===== config.mk =====
export PLATFORM = sky130hd
export DESIGN_NAME = mem_arbiter_flat
export DESIGN_NICKNAME = d
export VERILOG_FILES = /design/src/rtl/mem_pkg.sv /design/src/rtl/mem_arbiter_if.sv /design/src/rtl/mem_arb_priority.sv /design/src/rtl/mem_arbiter.sv /design/src/flat_wrapper.sv
export SDC_FILE = /design/constraint.sdc
export NUM_CORES = 1
export LEC_CHECK = 0
export ABC_AREA = 1
export CORE_MARGIN = 2
export CORE_UTILIZATION = 44
export DETAILED_ROUTE_END_ITERATION = 8
export PLACE_DENSITY = 0.87
export SLEW_MARGIN = 20
export SYNTH_ARGS = -nofsm -noshare
export SYNTH_HDL_FRONTEND = slang
export SYNTH_SLANG_ARGS = --single-unit

===== constraint.sdc =====
create_clock -name clk -period 3.7 [get_ports clk]
set_clock_uncertainty 0.05 [all_clocks]
set_input_delay 0.37 -clock clk [delete_from_list [all_inputs] [get_ports clk]]
set_output_delay 0.37 -clock clk [all_outputs]
set_load 0.005 [all_outputs]

===== src/rtl/mem_pkg.sv =====
// Shared types, constants and the access-fault rule for the memory arbiter.
// Latency: none (declarations only).
// Backpressure: none (declarations only).
package mem_pkg;

  // Byte address where RW space begins; everything below is read-only.
  localparam int unsigned ROM_END = 64000;

  typedef enum logic [1:0] {
    IDLE,
    ACCESS,
    DONE
  } state_t;

  typedef enum logic {
    REQ_IF,
    REQ_D
  } req_id_t;

  // A request faults when it is not word aligned, or when it stores into ROM.
  function automatic logic access_fault(input logic [31:0] addr, input logic is_store);
    return (addr[1:0] != 2'b00) || (is_store && (addr < ROM_END));
  endfunction

endpackage


===== src/rtl/mem_arbiter_if.sv =====
// Fetch, data and memory-side signal bundle for the shared memory arbiter.
// Latency: none (wiring only).
// Backpressure: requesters hold req and payload until their ready pulse.
interface mem_arbiter_if;

  logic        if_req;
  logic [31:0] if_addr;
  logic        if_ready;
  logic [31:0] if_rdata;
  logic        if_fault;

  logic        d_req;
  logic        d_we;
  logic [31:0] d_addr;
  logic [31:0] d_wdata;
  logic        d_ready;
  logic [31:0] d_rdata;
  logic        d_fault;

  logic [31:0] mem_address;
  logic [31:0] mem_data_in;
  logic        mem_write;
  logic [31:0] mem_data_out;

  // Arbiter side.
  modport slave (
    input  if_req, if_addr, d_req, d_we, d_addr, d_wdata, mem_data_out,
    output if_ready, if_rdata, if_fault, d_ready, d_rdata, d_fault,
           mem_address, mem_data_in, mem_write
  );

  // Environment side: both requesters plus the memory.
  modport master (
    output if_req, if_addr, d_req, d_we, d_addr, d_wdata, mem_data_out,
    input  if_ready, if_rdata, if_fault, d_ready, d_rdata, d_fault,
           mem_address, mem_data_in, mem_write
  );

endinterface


===== src/rtl/mem_arb_priority.sv =====
// Winner select between fetch and data, plus the data-grant streak counter.
// Latency: combinational grant; streak updates at the clock edge.
// Backpressure: grants only while arb_en_i is high (arbiter idle).
module mem_arb_priority
  import mem_pkg::*;
#(
  parameter int unsigned MAX_STREAK = 4
) (
  input  logic    clk,
  input  logic    rst_n,
  input  logic    arb_en_i,
  input  logic    if_req_i,
  input  logic    d_req_i,
  output logic    grant_vld_o,
  output req_id_t grant_id_o
);

  localparam int unsigned SW = $clog2(MAX_STREAK + 1);

  logic [SW-1:0] streak_q, streak_d;

  // Data wins a tie unless fetch has already waited through a full streak.
  always_comb begin
    grant_vld_o = arb_en_i && (if_req_i || d_req_i);
    grant_id_o  = REQ_IF;
    if (d_req_i && (!if_req_i || (streak_q != SW'(MAX_STREAK)))) begin
      grant_id_o = REQ_D;
    end
  end

  // Count data grants that bypass a waiting fetch; any idle fetch edge resets it.
  always_comb begin
    streak_d = streak_q;
    if (!if_req_i) begin
      streak_d = '0;
    end else if (grant_vld_o && (grant_id_o == REQ_IF)) begin
      streak_d = '0;
    end else if (grant_vld_o && (streak_q != SW'(MAX_STREAK))) begin
      streak_d = streak_q + 1'b1;
    end
  end

  // Streak register.
  always_ff @(posedge clk or negedge rst_n) begin
    if (!rst_n) begin
      streak_q <= '0;
    end else begin
      streak_q <= streak_d;
    end
  end

endmodule


===== src/rtl/mem_arbiter.sv =====
// Sequences the single memory port between instruction fetch and data load/store.
// Latency: ready MEM_LATENCY+1 cycles after the sampling edge; faulted requests 1 cycle.
// Backpressure: one transaction in flight; requests wait, held, until their ready pulse.
module mem_arbiter
  import mem_pkg::*;
#(
  parameter int unsigned MEM_LATENCY = 1,
  parameter int unsigned MAX_STREAK  = 4
) (
  input  logic         clk,
  input  logic         reset,
  mem_arbiter_if.slave bus
);

  localparam int unsigned CW = $clog2(MEM_LATENCY + 1);

  state_t        state_q, state_d;
  req_id_t       id_q, id_d;
  logic          we_q, we_d;
  logic          fault_q, fault_d;
  logic [31:0]   wdata_q, wdata_d;
  logic [31:0]   rdata_q, rdata_d;
  logic [31:0]   mem_addr_q, mem_addr_d;
  logic [CW-1:0] cnt_q, cnt_d;

  logic          grant_vld;
  req_id_t       grant_id;
  logic [31:0]   win_addr;
  logic [31:0]   win_wdata;
  logic          win_we;
  logic          win_fault;

  mem_arb_priority #(
    .MAX_STREAK (MAX_STREAK)
  ) u_prio (
    .clk         (clk),
    .rst_n       (reset),
    .arb_en_i    (state_q == IDLE),
    .if_req_i    (bus.if_req),
    .d_req_i     (bus.d_req),
    .grant_vld_o (grant_vld),
    .grant_id_o  (grant_id)
  );

  // Route the winner's request; the fault is judged on exactly what gets latched.
  always_comb begin
    win_addr  = bus.if_addr;
    win_we    = 1'b0;
    win_wdata = '0;
    if (grant_id == REQ_D) begin
      win_addr  = bus.d_addr;
      win_we    = bus.d_we;
      win_wdata = bus.d_wdata;
    end
    win_fault = access_fault(win_addr, win_we);
  end

  // Next state: grant in IDLE, count down the memory latency, one DONE cycle.
  always_comb begin
    state_d    = state_q;
    id_d       = id_q;
    we_d       = we_q;
    fault_d    = fault_q;
    wdata_d    = wdata_q;
    rdata_d    = rdata_q;
    mem_addr_d = mem_addr_q;
    cnt_d      = cnt_q;
    case (state_q)
      IDLE: begin
        if (grant_vld) begin
          id_d    = grant_id;
          we_d    = win_we;
          wdata_d = win_wdata;
          fault_d = win_fault;
          rdata_d = '0;
          if (win_fault) begin
            state_d = DONE;
          end else begin
            state_d    = ACCESS;
            mem_addr_d = win_addr;
            cnt_d      = CW'(MEM_LATENCY);
          end
        end
      end
      ACCESS: begin
        cnt_d = cnt_q - 1'b1;
        if (cnt_q == CW'(1)) begin
          rdata_d = we_q ? '0 : bus.mem_data_out;
          state_d = DONE;
        end
      end
      DONE: begin
        state_d = IDLE;
      end
      default: begin
        state_d = IDLE;
      end
    endcase
  end

  // State and latched-request registers; reset aborts any transaction in flight.
  always_ff @(posedge clk or negedge reset) begin
    if (!reset) begin
      state_q    <= IDLE;
      id_q       <= REQ_IF;
      we_q       <= 1'b0;
      fault_q    <= 1'b0;
      wdata_q    <= '0;
      rdata_q    <= '0;
      mem_addr_q <= '0;
      cnt_q      <= '0;
    end else begin
      state_q    <= state_d;
      id_q       <= id_d;
      we_q       <= we_d;
      fault_q    <= fault_d;
      wdata_q    <= wdata_d;
      rdata_q    <= rdata_d;
      mem_addr_q <= mem_addr_d;
      cnt_q      <= cnt_d;
    end
  end

  // Write strobe only in the first ACCESS cycle; decoded from state so reset kills it at once.
  assign bus.mem_address = mem_addr_q;
  assign bus.mem_write   = (state_q == ACCESS) && (cnt_q == CW'(MEM_LATENCY)) && we_q;
  assign bus.mem_data_in = (state_q == ACCESS) ? wdata_q : '0;

  assign bus.if_ready = (state_q == DONE) && (id_q == REQ_IF);
  assign bus.if_rdata = bus.if_ready ? rdata_q : '0;
  assign bus.if_fault = bus.if_ready && fault_q;

  assign bus.d_ready  = (state_q == DONE) && (id_q == REQ_D);
  assign bus.d_rdata  = bus.d_ready ? rdata_q : '0;
  assign bus.d_fault  = bus.d_ready && fault_q;

endmodule


===== src/flat_wrapper.sv =====
// flat-port wrapper written by rule: the top's interface ports become plain ports
module mem_arbiter_flat import mem_pkg::*;
#(
  parameter int unsigned MEM_LATENCY = 1,
  parameter int unsigned MAX_STREAK  = 4
)
  (clk, reset, bus_if_req, bus_if_addr, bus_d_req, bus_d_we, bus_d_addr, bus_d_wdata, bus_mem_data_out, bus_if_ready, bus_if_rdata, bus_if_fault, bus_d_ready, bus_d_rdata, bus_d_fault, bus_mem_address, bus_mem_data_in, bus_mem_write);
  mem_arbiter_if bus_i ();
  input  logic clk;
  input  logic reset;
  input wire logic [$bits(bus_i.if_req)-1:0] bus_if_req;
  input wire logic [$bits(bus_i.if_addr)-1:0] bus_if_addr;
  input wire logic [$bits(bus_i.d_req)-1:0] bus_d_req;
  input wire logic [$bits(bus_i.d_we)-1:0] bus_d_we;
  input wire logic [$bits(bus_i.d_addr)-1:0] bus_d_addr;
  input wire logic [$bits(bus_i.d_wdata)-1:0] bus_d_wdata;
  input wire logic [$bits(bus_i.mem_data_out)-1:0] bus_mem_data_out;
  output wire logic [$bits(bus_i.if_ready)-1:0] bus_if_ready;
  output wire logic [$bits(bus_i.if_rdata)-1:0] bus_if_rdata;
  output wire logic [$bits(bus_i.if_fault)-1:0] bus_if_fault;
  output wire logic [$bits(bus_i.d_ready)-1:0] bus_d_ready;
  output wire logic [$bits(bus_i.d_rdata)-1:0] bus_d_rdata;
  output wire logic [$bits(bus_i.d_fault)-1:0] bus_d_fault;
  output wire logic [$bits(bus_i.mem_address)-1:0] bus_mem_address;
  output wire logic [$bits(bus_i.mem_data_in)-1:0] bus_mem_data_in;
  output wire logic [$bits(bus_i.mem_write)-1:0] bus_mem_write;
  assign bus_i.if_req = bus_if_req;
  assign bus_i.if_addr = bus_if_addr;
  assign bus_i.d_req = bus_d_req;
  assign bus_i.d_we = bus_d_we;
  assign bus_i.d_addr = bus_d_addr;
  assign bus_i.d_wdata = bus_d_wdata;
  assign bus_i.mem_data_out = bus_mem_data_out;
  assign bus_if_ready = bus_i.if_ready;
  assign bus_if_rdata = bus_i.if_rdata;
  assign bus_if_fault = bus_i.if_fault;
  assign bus_d_ready = bus_i.d_ready;
  assign bus_d_rdata = bus_i.d_rdata;
  assign bus_d_fault = bus_i.d_fault;
  assign bus_mem_address = bus_i.mem_address;
  assign bus_mem_data_in = bus_i.mem_data_in;
  assign bus_mem_write = bus_i.mem_write;
  mem_arbiter #(.MEM_LATENCY(MEM_LATENCY), .MAX_STREAK(MAX_STREAK)) u_core (.clk(clk), .reset(reset), .bus(bus_i));
endmodule

# ---- Word-level counts from Yosys, hierarchy flattened
# Index checks and enable logic that the tools add are counted.
dict set report op_classes {
  add_sub_neg 2
  order_cmp 1
  eq_ne 7
  muxes 21
  bitwise 3
  n_reduce_logical 23
}
# op n
set op_table {}
lappend op_table {{$mux 32} 8}
lappend op_table {{$pmux 32 s2} 1}
lappend op_table {{$lt 32x16->1 const B} 1}
lappend op_table {{$logic_and 1x1->1} 11}
lappend op_table {{$mux 3} 3}
lappend op_table {{$reduce_and 3->1} 3}
lappend op_table {{$mux 2} 3}
lappend op_table {{$mux 1} 4}
lappend op_table {{$ne 2x1->1 const B} 2}
lappend op_table {{$pmux 2 s2} 1}
lappend op_table {{$reduce_and 2->1} 2}
lappend op_table {{$reduce_bool 2->1} 2}
lappend op_table {{$add 3x1->3 const B} 1}
lappend op_table {{$logic_or 1x1->1} 3}
lappend op_table {{$ne 3x1->1 const B} 1}
lappend op_table {{$ne 3x3->1 const B} 1}
lappend op_table {{$not 1->1} 3}
lappend op_table {{$eq 2x1->1 const B} 1}
lappend op_table {{$eq 2x2->1 const B} 1}
lappend op_table {{$logic_not 2->1} 1}
lappend op_table {{$ne 2x2->1 const B} 1}
lappend op_table {{$pmux 1 s2} 1}
lappend op_table {{$logic_not 1->1} 1}
lappend op_table {{$sub 1x1->1 const B} 1}
dict set report word_totals {
  register_bits 105
  output_inout_bits 133
  wordCells 66
}

# ---- Longest topological paths before layout
dict set report logic_depth {
  ltp_word 11
  ltp_mapped 15
  depth_no_buf 14
}

# ---- Modules after synthesis
# A second synthesis with hierarchy kept.
dict set report unflattened {
  cells_unflattened 702
  hier_area_um2 5175.0
}
# mod instances cells_each area_each_um2 seq_area_each_um2
set by_module_without_submodules {}
lappend by_module_without_submodules {mem_arbiter 1 676 4977.3 2552.4}
lappend by_module_without_submodules {mem_arb_priority 1 26 197.7 75.1}

# ---- Worst setup path after synthesis
# No wires, ideal clock.
dict set report synth_path {
  path_type {register -> register}
  startpoint {register u_core.u_prio.streak_q[0]}
  endpoint {register u_core.mem_addr_q[10] (netlist: u_core.bus.mem_address[10])}
  setup_time_ns 0.117
  t_arrival_ns 1.789
  required_time_ns 3.533
  path_slack_ns 1.744
  stages_incl_launch_ff 16
  synth_period_minus_slack_ns 1.956
  path_cell_list {dfrtp_1 -> inv_1 -> ha_1 -> nand3_2 -> nand2_4 -> buf_4 -> nand2_1 -> nand2_1 -> nand2_1 -> nor2_1 -> nand2_1 -> nand3_2 -> nand3_4 -> buf_4 -> nand2_1 -> nand2_1}
}
dict set report synth_via {
  elab_chain_cells 10
}
# element line
set synth_rtl {}
lappend synth_rtl {{from (decl)} mem_arb_priority.sv:20} ;# logic [SW-1:0] streak_q, streak_d;
lappend synth_rtl {{from (signal assigned)} mem_arb_priority.sv:48} ;# streak_q <= streak_d;
lappend synth_rtl {{$ne 3x3->1 (*)} mem_arb_priority.sv:26} ;# if (d_req_i && (!if_req_i || (streak_q != SW'(MAX_STREAK)))) begin
lappend synth_rtl {{$logic_or 1x1->1 (*)} mem_arb_priority.sv:26}
lappend synth_rtl {{$logic_and 1x1->1 (*)} mem_arb_priority.sv:26}
lappend synth_rtl {{$mux 1 (*)} mem_arb_priority.sv:26}
lappend synth_rtl {{$mux 32} mem_arbiter.sv:50} ;# if (grant_id == REQ_D) begin
lappend synth_rtl {{$lt 32x16->1} mem_pkg.sv:22} ;# return (addr[1:0] != 2'b00) || (is_store && (addr < ROM_END));
lappend synth_rtl {{$logic_and 1x1->1} mem_pkg.sv:22}
lappend synth_rtl {{$logic_or 1x1->1} mem_pkg.sv:22}
lappend synth_rtl {{$not 1->1 (no line)} n/a}
lappend synth_rtl {{$reduce_and 3->1 (no line)} n/a}
lappend synth_rtl {{to (signal assigned)} mem_arbiter.sv:119} ;# mem_addr_q <= mem_addr_d;
lappend synth_rtl {{to (decl)} mem_arbiter.sv:23} ;# logic [31:0] mem_addr_q, mem_addr_d;
# Mark *: on every way between the ends. The rest lies on a longest branch, timed or not.
# A chain may end at the register's enable or synchronous reset.

# ---- Final worst setup path
dict set report layout_path {
  startpoint {register u_core.state_q[1]}
  endpoint {output bus_d_rdata[0]}
}
dict set report layout_via {
  elab_chain_cells 3
}
# element line
set layout_rtl {}
lappend layout_rtl {{from (decl)} mem_arbiter.sv:17} ;# state_t state_q, state_d;
lappend layout_rtl {{from (signal assigned)} mem_arbiter.sv:113} ;# state_q <= state_d;
lappend layout_rtl {{$eq 2x2->1} mem_arbiter.sv:133} ;# assign bus.d_ready = (state_q == DONE) && (id_q == REQ_D);
lappend layout_rtl {{$logic_and 1x1->1} mem_arbiter.sv:133}
lappend layout_rtl {{$mux 32} mem_arbiter.sv:134} ;# assign bus.d_rdata = bus.d_ready ? rdata_q : '0;
lappend layout_rtl {{to (decl)} flat_wrapper.sv:22} ;# output wire logic [$bits(bus_i.d_rdata)-1:0] bus_d_rdata;
# Every way passes these cells.

==> impl_metrics.yaml <==
status:
  status: "finished, final reports clean"
logic_synthesis:
  syn_nets: 842
  ys_types: 26
  yosysTopAreaCellShare: 0.498
  ys_seq_elements: 105
  synth_edf_count: 0
  synth_area_leaders: "dfrtp_1 (50%), nand2_1 (10%), nor2_1 (8.3%), nand3_1 (8.1%), o21ai_0 (6.5%)"
  synth_area_per_cell_um2: 7.47
  ys_seq_area_frac: 0.498
  yosysTopAreaCell: "dfrtp_1"
  syn-cell-area_mm2: 0.00528
  synthArstFlopShare: 1.00
  synth_ff_type: "dfrtp_1"
  synthCells: 707
  ys_warn_count: 0
sta:
  min_period_ps: 3180
  finalSetupViolCount: 0
  fin_crit_sh: 0.859
  slew_viol_final: 0
  timing.final.hold_violations: 0
  tightest_slew_ps: 1030
  timing.fmax_ghz: 0.315
  maxSlewHeadroom: 0.313
  rsz0062_at_grt: "false"
  finalSetupTns_ps: 0
floorplanning:
  ios: 266
  core_area_mm2: 0.0119
  start_util: 0.445
  fp.dieArea_mm2: 0.0129
  die_h_um: 114
  row_count: 40
  die_x_um: 114
clock_network:
  cts.sinks: 105
  clk_pin_slew_ps: 70
  post_cts_resized: 0
  cts_setup_buffers: 0
  ctsHoldBuffers: 0
  cts_buffers: 9
  cts_max_level: 3
  cts_tree: "yes"
  clk_path_buf_depth: 2
  insertion_delay_ps: 340
  cts_root_buf: "clkbuf_16"
drt:
  first_pass_iters: 5
  initialDrtViolationCount: 394
  wl_met3_mm: 1.18
  ant_nets: 0
  vias_per_cell: 5.08
  remaining_drc_errors: 0
  wl_met1_mm: 6.80
  num_vias: 5570
  wl_per_cell_um: 14.9
  routed-wl-met2_mm: 7.87
  highest_layer: "met4"
  postRouteWirelength_mm: 16.3
power:
  p_per_area_mw_per_mm2: 506
  p_total_mw: 4.20
  peakVddDrop_mv: 0.302
  leakage_nw: 3.63
final_layout:
  n_antenna_cell: 0
  areaGrowthSynthToFinish_pct: 57.2
  nets: 1079
  drive_gt1_frac: 0.0400
worst_setup_path:
  endpoint_kind: "primary output"
  crit_type: "reg2out"
  crit_fanout: 33
  cp.arrival_ps: 2760
  startpoint_type: "flip-flop"
  cp.required_ps: 3280
global_route:
  antenna_found_initial: 0
  grt_max_degree: 85
  grt_util_all_layers: 0.251
  grt_pass1_wl_mm: 25.6
  grt_overflow: 0
  grt_pass1_vias: 5081
job:
  cap_violations: 0
place:
  gp_congestion: 0.947
  io_buffers: 265
  place.detailed.hpwl_mm: 11.9
worst_hold_path:
  min_path_type: "in2async"
[cell usage after synthesis, types with 3 or more instances]
cell type  number
a21oi_1         3
buf_1           5
buf_2           7
buf_4           5
clkbuf_1       31
dfrtp_1       105
inv_1          84
inv_2           4
nand2_1       142
nand3_1        86
nand4_1        31
nor2_1        117
o21ai_0        69
[per-layer routing]
| metal | track usage | vias to the layer above |
|---|---|---|
| met5 | 0 | - |
| met4 | 0.105 | 0 |
| met3 | 0.0446 | 29 |
| met2 | 0.422 | 269 |
| met1 | 0.322 | 2561 |
| li1 | - | 2711 |
[worst max-delay path: stages (launching register included)]
cell             delay [ps]
dfrtp_1                 380
inv_1                    70
nor3_1                  460
inv_1                   590
nor2_1                  350
clkdlybuf4s50_1         550
[cells in the final DEF (no fill, tap or decap), types with 2 or more instances in the layout]
master	count
clkdlybuf4s50_1	264
nand2_1	141
nor2_1	116
dfrtp_1	105
nand3_1	86
inv_1	84
o21ai_0	69
nand4_1	31
buf_4	10
clkbuf_16	9
inv_2	4
a21oi_1	3
inv_6	3
nor3_1	2
nand3_2	2
nand3b_1	2
o21ai_1	2
ha_1	2
[power breakdown]
group | total [mW] | switching [mW] | internal, mW
registers | 1.67 | 0.169 | 1.50
clock network | 0.986 | 0.434 | 0.552
logic | 1.55 | 0.832 | 0.715
total | 4.20 | 1.44 | 2.77
[logic make-up (layout without fill, tap and decap cells)]
logic type | count (synthesis) | in the layout | share of synthesized area
fa+ha+maj | 2 | 2 | 0.00474
simple gates | 384 | 384 | 0.316
buf+inv | 138 | 380 | 0.105
flops | 105 | 105 | 0.498
compound gates | 78 | 78 | 0.0768
[path summary, 6_finish.rpt]
kind / slack, ps / startpoint / endpoint / cells after the start
min reg2reg: 430 / u_core.bus.mem_address[16] / u_core.bus.mem_address[16] / 2
max: 520 / u_core.state_q[1] / bus_d_rdata[0] / 5
max reg2reg: 660 / u_core.u_prio.streak_q[0] / u_core.bus.mem_address[23] / 13
min in group clk: 430 / u_core.bus.mem_address[16] / u_core.bus.mem_address[16] / 2
min: 6 / reset / u_core.wdata_q[22] / 1
max in group asynchronous: 2770 / reset / u_core.rdata_q[12] / 2
[registers in the layout, indices dropped and copies added (netlist names)]
register / flops
u_core.fault_q: 1
u_core.bus.mem_address: 32
u_core.id_q: 1
u_core.rdata_q: 32
u_core.wdata_q: 32
u_core.u_prio.streak_q: 3
u_core.state_q: 2
u_core.cnt_q: 1
u_core.we_q: 1
[final cells by class]
type	instances	area, µm²
fillers	953	3560
repair buffers	275	2730
flip-flops and latches	105	2630
multi-input cells	464	2110
inverters	89	334
clock buffers	10	239
well taps	147	184
clock inverters	6	72.6
[per-stage QoR]
stage | util | hold slack [ps] | instance area, µm² | setup slack, ps | instances
after detailed placement | 0.673 | 409 | 7990 | 374 | 1080
after floorplan | - | 24.4 | 5280 | 1740 | 707
after global placement | 0.673 | 405 | 7990 | 504 | 1080
after CTS | 0.699 | 208 | 8300 | 406 | 1096
final | 0.700 | 5.81 | 8300 | 523 | 1096
after global routing | 0.700 | 88.5 | 8300 | 258 | 1096
No activity file was read; power rests on OpenSTA's default activity.
